### src/rtl/axil_uart_tx_slave.sv
// AXI4-Lite slave with a UART-Lite style register map feeding a buffered serial transmitter.
// Define UART_TX_PARITY_EN to add an even-parity bit to every frame (STAT[7] reports it).
module axil_uart_tx_slave #(
    parameter int C_S00_AXI_ADDR_WIDTH = 4,
    parameter int C_S00_AXI_DATA_WIDTH = 32,
    parameter int CLKS_PER_BIT         = 868,
    parameter int FIFO_DEPTH           = 16
) (
    input  logic                              s00_axi_aclk,
    input  logic                              s00_axi_areset,
    input  logic [C_S00_AXI_ADDR_WIDTH-1:0]   s00_axi_awaddr,
    input  logic [2:0]                        s00_axi_awprot,
    input  logic                              s00_axi_awvalid,
    output logic                              s00_axi_awready,
    input  logic [C_S00_AXI_DATA_WIDTH-1:0]   s00_axi_wdata,
    input  logic [3:0]                        s00_axi_wstrb,
    input  logic                              s00_axi_wvalid,
    output logic                              s00_axi_wready,
    output logic [1:0]                        s00_axi_bresp,
    output logic                              s00_axi_bvalid,
    input  logic                              s00_axi_bready,
    input  logic [C_S00_AXI_ADDR_WIDTH-1:0]   s00_axi_araddr,
    input  logic [2:0]                        s00_axi_arprot,
    input  logic                              s00_axi_arvalid,
    output logic                              s00_axi_arready,
    output logic [C_S00_AXI_DATA_WIDTH-1:0]   s00_axi_rdata,
    output logic [1:0]                        s00_axi_rresp,
    output logic                              s00_axi_rvalid,
    input  logic                              s00_axi_rready,
    output logic                              txd,
    output logic                              interrupt
);
    localparam int PTR_W  = $clog2(FIFO_DEPTH);
    localparam int CNT_W  = PTR_W + 1;
    localparam int BAUD_W = $clog2(CLKS_PER_BIT);
    localparam logic [BAUD_W-1:0] BAUD_LAST = BAUD_W'(CLKS_PER_BIT - 1);
    localparam logic [CNT_W-1:0]  DEPTH_C   = CNT_W'(FIFO_DEPTH);
`ifdef UART_TX_PARITY_EN
    localparam logic PAR_FLAG = 1'b1;
    typedef enum logic [2:0] {S_IDLE, S_START, S_DATA, S_PARITY, S_STOP} state_t;
`else
    localparam logic PAR_FLAG = 1'b0;
    typedef enum logic [2:0] {S_IDLE, S_START, S_DATA, S_STOP} state_t;
`endif

    state_t                         r_state, w_state_nxt;
    logic                           r_bvalid, r_rvalid, r_ovf, r_intr_en, r_empty_q, r_irq;
    logic [C_S00_AXI_DATA_WIDTH-1:0] r_rdata;
    logic [PTR_W-1:0]               r_wr_ptr, r_rd_ptr;
    logic [CNT_W-1:0]               r_count;
    logic [7:0]                     r_mem [FIFO_DEPTH];
    logic [7:0]                     r_shift;
    logic [BAUD_W-1:0]              r_baud;
    logic [2:0]                     r_bit;
    logic                           w_wr_acc, w_rd_acc, w_push_req, w_push, w_pop, w_flush;
    logic                           w_ctrl_wr, w_stat_rd, w_full, w_fifo_empty, w_tx_empty;
    logic                           w_baud_end, w_txd, w_unused;
    logic [7:0]                     w_stat;

    assign w_unused = ^{s00_axi_awprot, s00_axi_arprot, s00_axi_awaddr, s00_axi_araddr,
                        s00_axi_wdata, s00_axi_wstrb};

    assign w_wr_acc     = s00_axi_awvalid & s00_axi_wvalid & ~r_bvalid;
    assign w_rd_acc     = s00_axi_arvalid & ~r_rvalid;
    assign w_push_req   = w_wr_acc && (s00_axi_awaddr[3:2] == 2'd1) && s00_axi_wstrb[0];
    assign w_ctrl_wr    = w_wr_acc && (s00_axi_awaddr[3:2] == 2'd3);
    assign w_flush      = w_ctrl_wr && s00_axi_wdata[0];
    assign w_stat_rd    = w_rd_acc && (s00_axi_araddr[3:2] == 2'd2);
    assign w_full       = (r_count == DEPTH_C);
    assign w_fifo_empty = (r_count == '0);
    assign w_push       = w_push_req && !w_full && !w_flush;
    assign w_pop        = (r_state == S_IDLE) && !w_fifo_empty;
    assign w_tx_empty   = w_fifo_empty && (r_state == S_IDLE);
    assign w_baud_end   = (r_baud == BAUD_LAST);
    assign w_stat       = {PAR_FLAG, 1'b0, r_ovf, r_intr_en, w_full, w_tx_empty, 2'b00};

    assign s00_axi_awready = w_wr_acc;
    assign s00_axi_wready  = w_wr_acc;
    assign s00_axi_arready = w_rd_acc;
    assign s00_axi_bvalid  = r_bvalid;
    assign s00_axi_bresp   = 2'b00;
    assign s00_axi_rvalid  = r_rvalid;
    assign s00_axi_rdata   = r_rdata;
    assign s00_axi_rresp   = 2'b00;
    assign txd             = w_txd;
    assign interrupt       = r_irq;

    // AXI handshakes and control/status registers
    always_ff @(posedge s00_axi_aclk or posedge s00_axi_areset) begin
        if (s00_axi_areset) begin
            r_bvalid  <= 1'b0;
            r_rvalid  <= 1'b0;
            r_rdata   <= '0;
            r_ovf     <= 1'b0;
            r_intr_en <= 1'b0;
            r_empty_q <= 1'b1;
            r_irq     <= 1'b0;
        end else begin
            if (w_wr_acc)            r_bvalid <= 1'b1;
            else if (s00_axi_bready) r_bvalid <= 1'b0;
            if (w_rd_acc) begin
                r_rvalid <= 1'b1;
                r_rdata  <= (s00_axi_araddr[3:2] == 2'd2) ?
                            {{(C_S00_AXI_DATA_WIDTH-8){1'b0}}, w_stat} : '0;
            end else if (s00_axi_rready) begin
                r_rvalid <= 1'b0;
            end
            // A drop on the same edge as a STAT read must not be lost, so set wins.
            if (w_push_req && w_full && !w_flush) r_ovf <= 1'b1;
            else if (w_stat_rd)                   r_ovf <= 1'b0;
            if (w_ctrl_wr) r_intr_en <= s00_axi_wdata[4];
            r_empty_q <= w_tx_empty;
            r_irq     <= r_intr_en && w_tx_empty && !r_empty_q;
        end
    end

    // TX FIFO pointers and occupancy
    always_ff @(posedge s00_axi_aclk or posedge s00_axi_areset) begin
        if (s00_axi_areset) begin
            r_wr_ptr <= '0;
            r_rd_ptr <= '0;
            r_count  <= '0;
        end else if (w_flush) begin
            r_wr_ptr <= '0;
            r_rd_ptr <= '0;
            r_count  <= '0;
        end else begin
            if (w_push) r_wr_ptr <= r_wr_ptr + PTR_W'(1);
            if (w_pop)  r_rd_ptr <= r_rd_ptr + PTR_W'(1);
            if (w_push && !w_pop)      r_count <= r_count + CNT_W'(1);
            else if (!w_push && w_pop) r_count <= r_count - CNT_W'(1);
        end
    end

    always_ff @(posedge s00_axi_aclk) begin
        if (w_push) r_mem[r_wr_ptr] <= s00_axi_wdata[7:0];
        if (w_pop)  r_shift <= r_mem[r_rd_ptr];
        else if (r_state == S_DATA && w_baud_end) r_shift <= {1'b0, r_shift[7:1]};
    end

`ifdef UART_TX_PARITY_EN
    logic r_par;
    always_ff @(posedge s00_axi_aclk) begin
        if (w_pop) r_par <= ^r_mem[r_rd_ptr];
    end
`endif

    // Serial FSM: state register and baud/bit counters
    always_ff @(posedge s00_axi_aclk or posedge s00_axi_areset) begin
        if (s00_axi_areset) begin
            r_state <= S_IDLE;
            r_baud  <= '0;
            r_bit   <= '0;
        end else begin
            r_state <= w_state_nxt;
            if (r_state == S_IDLE) begin
                r_baud <= '0;
                r_bit  <= '0;
            end else if (w_baud_end) begin
                r_baud <= '0;
                if (r_state == S_DATA) r_bit <= r_bit + 3'd1;
            end else begin
                r_baud <= r_baud + BAUD_W'(1);
            end
        end
    end

    always_comb begin
        w_state_nxt = r_state;
        w_txd       = 1'b1;
        case (r_state)
            S_IDLE:  if (!w_fifo_empty) w_state_nxt = S_START;
            S_START: begin
                w_txd = 1'b0;
                if (w_baud_end) w_state_nxt = S_DATA;
            end
            S_DATA: begin
                w_txd = r_shift[0];
`ifdef UART_TX_PARITY_EN
                if (w_baud_end && r_bit == 3'd7) w_state_nxt = S_PARITY;
            end
            S_PARITY: begin
                w_txd = r_par;
                if (w_baud_end) w_state_nxt = S_STOP;
`else
                if (w_baud_end && r_bit == 3'd7) w_state_nxt = S_STOP;
`endif
            end
            S_STOP:  if (w_baud_end) w_state_nxt = S_IDLE;
            default: w_state_nxt = S_IDLE;
        endcase
    end
endmodule

### config.mk
export PLATFORM = sky130hd
export DESIGN_NAME = axil_uart_tx_slave
export DESIGN_NICKNAME = d
export VERILOG_FILES = /design/src/rtl/axil_uart_tx_slave.sv
export SDC_FILE = /design/constraint.sdc
export NUM_CORES = 1
export LEC_CHECK = 0
export ABC_AREA = 1
export BUFFER_PORTS_ARGS = -buffer_cell sky130_fd_sc_hd__buf_2
export CAP_MARGIN = 20
export CORE_ASPECT_RATIO = 1.2
export CORE_UTILIZATION = 40
export CTS_CLUSTER_SIZE = 10
export DETAILED_ROUTE_END_ITERATION = 6
export GPL_ROUTABILITY_DRIVEN = 0
export PLACE_DENSITY_LB_ADDON = 0.3
export SYNTH_ARGS = -nofsm -noshare
export SYNTH_HDL_FRONTEND = slang
export SYNTH_SLANG_ARGS = --single-unit
export TNS_END_PERCENT = 1
### constraint.sdc
create_clock -name s00_axi_aclk -period 5.9 [get_ports s00_axi_aclk]
set_input_delay 1.18 -clock s00_axi_aclk [delete_from_list [all_inputs] [get_ports s00_axi_aclk]]
set_output_delay 1.18 -clock s00_axi_aclk [all_outputs]
set_load 0.02 [all_outputs]
After elaboration in Yosys (flattened, before gate mapping):

Memories as Yosys holds them, arrays and structs flattened.
Index checks and enable logic that the tools add are counted.

* memories kept: 1
* register bits: 75
* word-level logic and storage cells: 104
* bits in writable memories: 128
* input bits: 57

* add/subtract/negate cells: 6
* equality and inequality tests: 13
* bitwise logic cells: 5
* reduce and logical (&&, ||, !) cells: 36
* muxes and demuxes: 29

Memories
* r_mem: words 16, width 8, read ports 1, clocked after Yosys merged registers in 0, write ports 1, RTL line 51 `logic [7:0] r_mem [FIFO_DEPTH];`

Operators by type and width (count)
* 2-to-1 mux 3 bit: 7
* 2-to-1 mux 10 bit: 2
* logical AND 1 bit: 17
* 2-to-1 mux 4 bit: 4
* 2-to-1 mux 8 bit: 2
* nonzero test 2 bit: 8
* 2-to-1 mux 5 bit: 3
* case mux 3 bit (4 select lines): 1
* adder 10 x 1 -> 10 bit, second input constant: 1
* == test 10 bit, second input constant: 1
* adder 4 x 1 -> 4 bit, second input constant: 2
* 2-to-1 mux 1 bit: 8
* == test 3 x 2 -> 1 bit, second input constant: 2
* zero test 1 bit: 6
* 2-to-1 mux 6 bit: 1
* inequality test 2 bit, second input constant: 3
* adder 5 x 1 -> 5 bit, second input constant: 1
* == test 5 bit, second input constant: 1
* zero test 5 bit: 1
* subtractor 5 x 1 -> 5 bit, second input constant: 1
* == test 2 bit, second input constant: 2
* AND reduction 4 bit: 1
* adder 3 x 1 -> 3 bit, second input constant: 1
* bitwise AND 1 bit: 3
* 9 further kinds: 10

Depth between registers and ports, before layout:

* depth after elaboration: 11
* mapped depth: 14

Worst setup path before layout:

OpenSTA, ideal clock, no wires.

* path kind: input -> output
* start point: in s00_axi_awvalid
* end point: out s00_axi_wready
* path slack: 2978 ps
* path buffers: 1
* stages on the path: 3
* data arrival time: 1742 ps
* cells stage by stage: nand3_1 -> inv_1 -> buf_4

* cells in the longest elaborated chain, start to end: 2

Ends and longest elaborated chain
* start, declared: RTL line 13 `input logic s00_axi_awvalid,`
* bitwise AND 1 bit (2 in series): RTL line 63 `assign w_wr_acc = s00_axi_awvalid & s00_axi_wvalid & ~r_bvalid;`
* end, declared: RTL line 18 `output logic s00_axi_wready,`

Every way passes these cells.

Worst setup path in the final report:

* start point: in s00_axi_awvalid
* end point: out s00_axi_awready

* cells in the longest elaborated chain, start to end: 2

Ends and longest elaborated chain
* bitwise AND 1 bit (2 in series): RTL line 63
* end, declared: RTL line 14 `output logic s00_axi_awready,`

Every way passes these cells.

==> out/metrics.yaml <==
fin_skew_ns: 0.0115
postSynthCellCount: 798
cts_setup_buffers: 0
fillers: 1908
dieArea_sq_um: 20600
ioPinCount: 100
antenna_cells: 0
cts_hold_buf: 0
setup_viol: 0
required_ns: 4.72
fmax_mhz: 339
ys_async_sr_fraction_pct: 21.8
critPathCaptureType: "output pin"
path_cells: "buf_2 > nand3_1 > inv_1 > buf_2"
overflow: 0
die_h_um: 157
yosysTopAreaCell: "edfxtp_1"
worst_slew_pin_slew_ns: 0.993
ant_nets: 0
portBuffers: 30
ff2ff_path_depth: 11
timing.final.crit_share_pct: 50.0
arrival_ns: 1.77
hold_path_class: "flip-flop to flip-flop"
antenna_found_initial: 0
die_w_um: 131
clkSlewWorstSetupHoldPaths_ns: 0.07
yosys.area.top_type_share_pct: 51.0
r2r_start: "r_rd_ptr[0]"
clockBufferDepth: 2
via_per_inst: 4.82
cp_max_fo: 4
core_area_sq_um: 19600
clock_latency_ns: 0.43
power.density_nw_per_um2: 446
status: "finished, final reports clean"
synth_warnings: 0
leakage_nw: 3.78
ys_ff_latch: 174
synth_common_cells: "nand2_1 (262), edfxtp_1 (136), nand3_1 (84)"
synthDistinctLibCells: 36
grt_use_total_pct: 17.0
area_growth_pct: 10.8
wl_um: 16900
routed-via-count: 5306
grt_pass1_wl_um: 26400
drt_first_pass_iters: 5
power_w: 0.00396
syn_area_sq_um: 8020
worstSetupStartpointType: "input port"
fin_nets: 901
cp_slowest_cell: "buf_2"
synth.area.top_cells: "edfxtp_1 (51%), nand2_1 (12%), dfrtp_1 (12%), nand3_1 (5.2%), buf_4 (3.7%)"
wire_per_inst_um: 15.3
fin_crit_ns: 2.95
final.setup.tns_ns: 0
crit_start: "s00_axi_awvalid"
dp_hpwl_um: 10500
slew-limit-headroom_pct: 33.4
slowest_delay_ns: 0.18
grt_start_max_net_pins: 69
synth_edf_count: 136
cts_buffers: 17
cap_violations: 0
clock-root-buffer: "clkbuf_16"
r2r_setup_slack_ns: 3.26
cts_sinks: 174
synth.most_common_cell: "nand2_1"
crit_type: "input port to output pin"
grt_pass1_vias: 4882
r2r-end: "r_shift[1]"
seq_area_frac_synth_pct: 62.8
drc_errors: 0
avgSynthCellArea_sq_um: 10.0
ctsResizeCount: 0
grt_setup_unrepaired: "false"
drt_iter0_drc: 376
crit_end: "s00_axi_awready"
layout-drive-gt1-share_pct: 10.3
cts_tree: "done"
drv_slew: 0
std_cell_rows: 56
hold_violations: 0
h-tree-depth: 4
initial_utilization_pct: 40.9
ir_drop_v: 0.000265
path_common_cell: "buf_2"
synth_flop_cell: "edfxtp_1"
==> worst max-delay path, delay by kind of cell <==
kind | cells | cell delay (ns)
simple gates | 1 | 0.17
buf+inv | 3 | 0.41
==> stage by stage <==
stage,area (sq um),setup slack (ns),util (%),instances,hold WS [ns]
after floorplan,8130,2.98,-,829,0.433
after global placement,8250,2.46,42.0,1066,0.449
after detailed placement,8270,2.40,42.1,1067,0.451
after CTS,8870,2.85,45.2,1098,0.461
after global routing,8880,2.90,45.3,1100,0.515
final,8880,2.95,45.3,1100,0.463
==> registers in the layout, summed over array words and instances (netlist names) <==
register and flops:
r_rd_ptr 4, r_ovf 1, r_state 2, r_count 5, r_empty_q 1, r_bit 3, interrupt 1, r_wr_ptr 4
r_shift 8, r_intr_en 1, s00_axi_rdata 4, r_mem 128, s00_axi_bvalid 1, r_baud 10, s00_axi_rvalid 1
==> layout make-up <==
cell class / count / area, sq um / area share (%)
Multi-Input combinational cell: 526 / 2420 / 27.3
Inverter: 68 / 255 / 2.87
Tap cell: 261 / 327 / 3.68
Timing Repair Buffer: 40 / 233 / 2.62
Sequential cell: 174 / 5040 / 56.7
Clock inverter: 13 / 179 / 2.01
Clock buffer: 18 / 429 / 4.83
==> power breakdown <==
part           total [W]  internal (W)  leakage (nW)  switching (W)
Combinational    0.00126      0.000378          1.77       0.000878
Sequential       0.00155       0.00145          1.72      0.0000963
Clock            0.00116      0.000676         0.293       0.000482
Total            0.00396       0.00251          3.78        0.00146
==> per-layer routing <==
| metal | track usage [%] | wire length, um | vias to the layer above |
|---|---|---|---|
| li1 | - | - | 2620 |
| met1 | 21.5 | 7530 | 2507 |
| met2 | 28.6 | 8190 | 145 |
| met3 | 3.12 | 677 | 34 |
| met4 | 7.84 | 486 | 0 |
| met5 | 0 | 0 | - |
==> cells in the final DEF, fill, tap and decap left out, types with 2 or more instances in the layout <==
| cell | synthesis | final |
|---|---|---|
| bufinv_16 | 0 | 3 |
| inv_1 | 63 | 63 |
| ha_1 | 16 | 16 |
| nand3_1 | 84 | 84 |
| buf_4 | 40 | 7 |
| nand4_1 | 3 | 3 |
| nor3_1 | 12 | 12 |
| nand2_2 | 3 | 3 |
| inv_6 | 0 | 3 |
| nand3b_1 | 2 | 2 |
| a21oi_1 | 7 | 7 |
| edfxtp_1 | 136 | 136 |
| nor2_1 | 55 | 55 |
| clkinv_1 | 2 | 2 |
| o21ai_1 | 9 | 9 |
| xor2_1 | 6 | 6 |
| clkinvlp_4 | 0 | 2 |
| nor3b_1 | 2 | 2 |
| o21ai_0 | 22 | 22 |
| conb_1 | 1 | 32 |
| inv_2 | 3 | 3 |
| clkbuf_16 | 0 | 17 |
| buf_2 | 11 | 32 |
| nand2_1 | 262 | 262 |
| dfrtp_1 | 37 | 36 |
| inv_8 | 0 | 3 |
==> logic make-up (layout without fill, tap and decap cells) <==
| family | count (synthesis) | after routing | synth area share, % |
|---|---|---|---|
| buffers and inverters | 129 | 139 | 8.37 |
| AOI/OAI and AO/OA | 42 | 42 | 2.90 |
| DFF | 174 | 174 | 62.8 |
| other | 1 | 32 | 0.0468 |
| xor gates and xnor gates | 6 | 6 | 0.656 |
| and+or+nand+nor | 429 | 429 | 22.4 |
| adders and majority gates | 17 | 17 | 2.75 |
==> worst min path at each step <==
stage                     startpoint        end  slack (ns)  depth (start not counted)
after floorplan            r_baud[0]  r_baud[0]        0.43                          1
after global placement     r_baud[0]  r_baud[0]        0.45                          1
after detailed placement   r_baud[0]  r_baud[0]        0.45                          1
after CTS                  r_baud[0]  r_baud[0]        0.46                          1
after global routing       r_baud[0]  r_baud[0]        0.51                          1
final                      r_baud[0]  r_baud[0]        0.46                          1
Note: power is estimated with default switching activity, not from simulation.
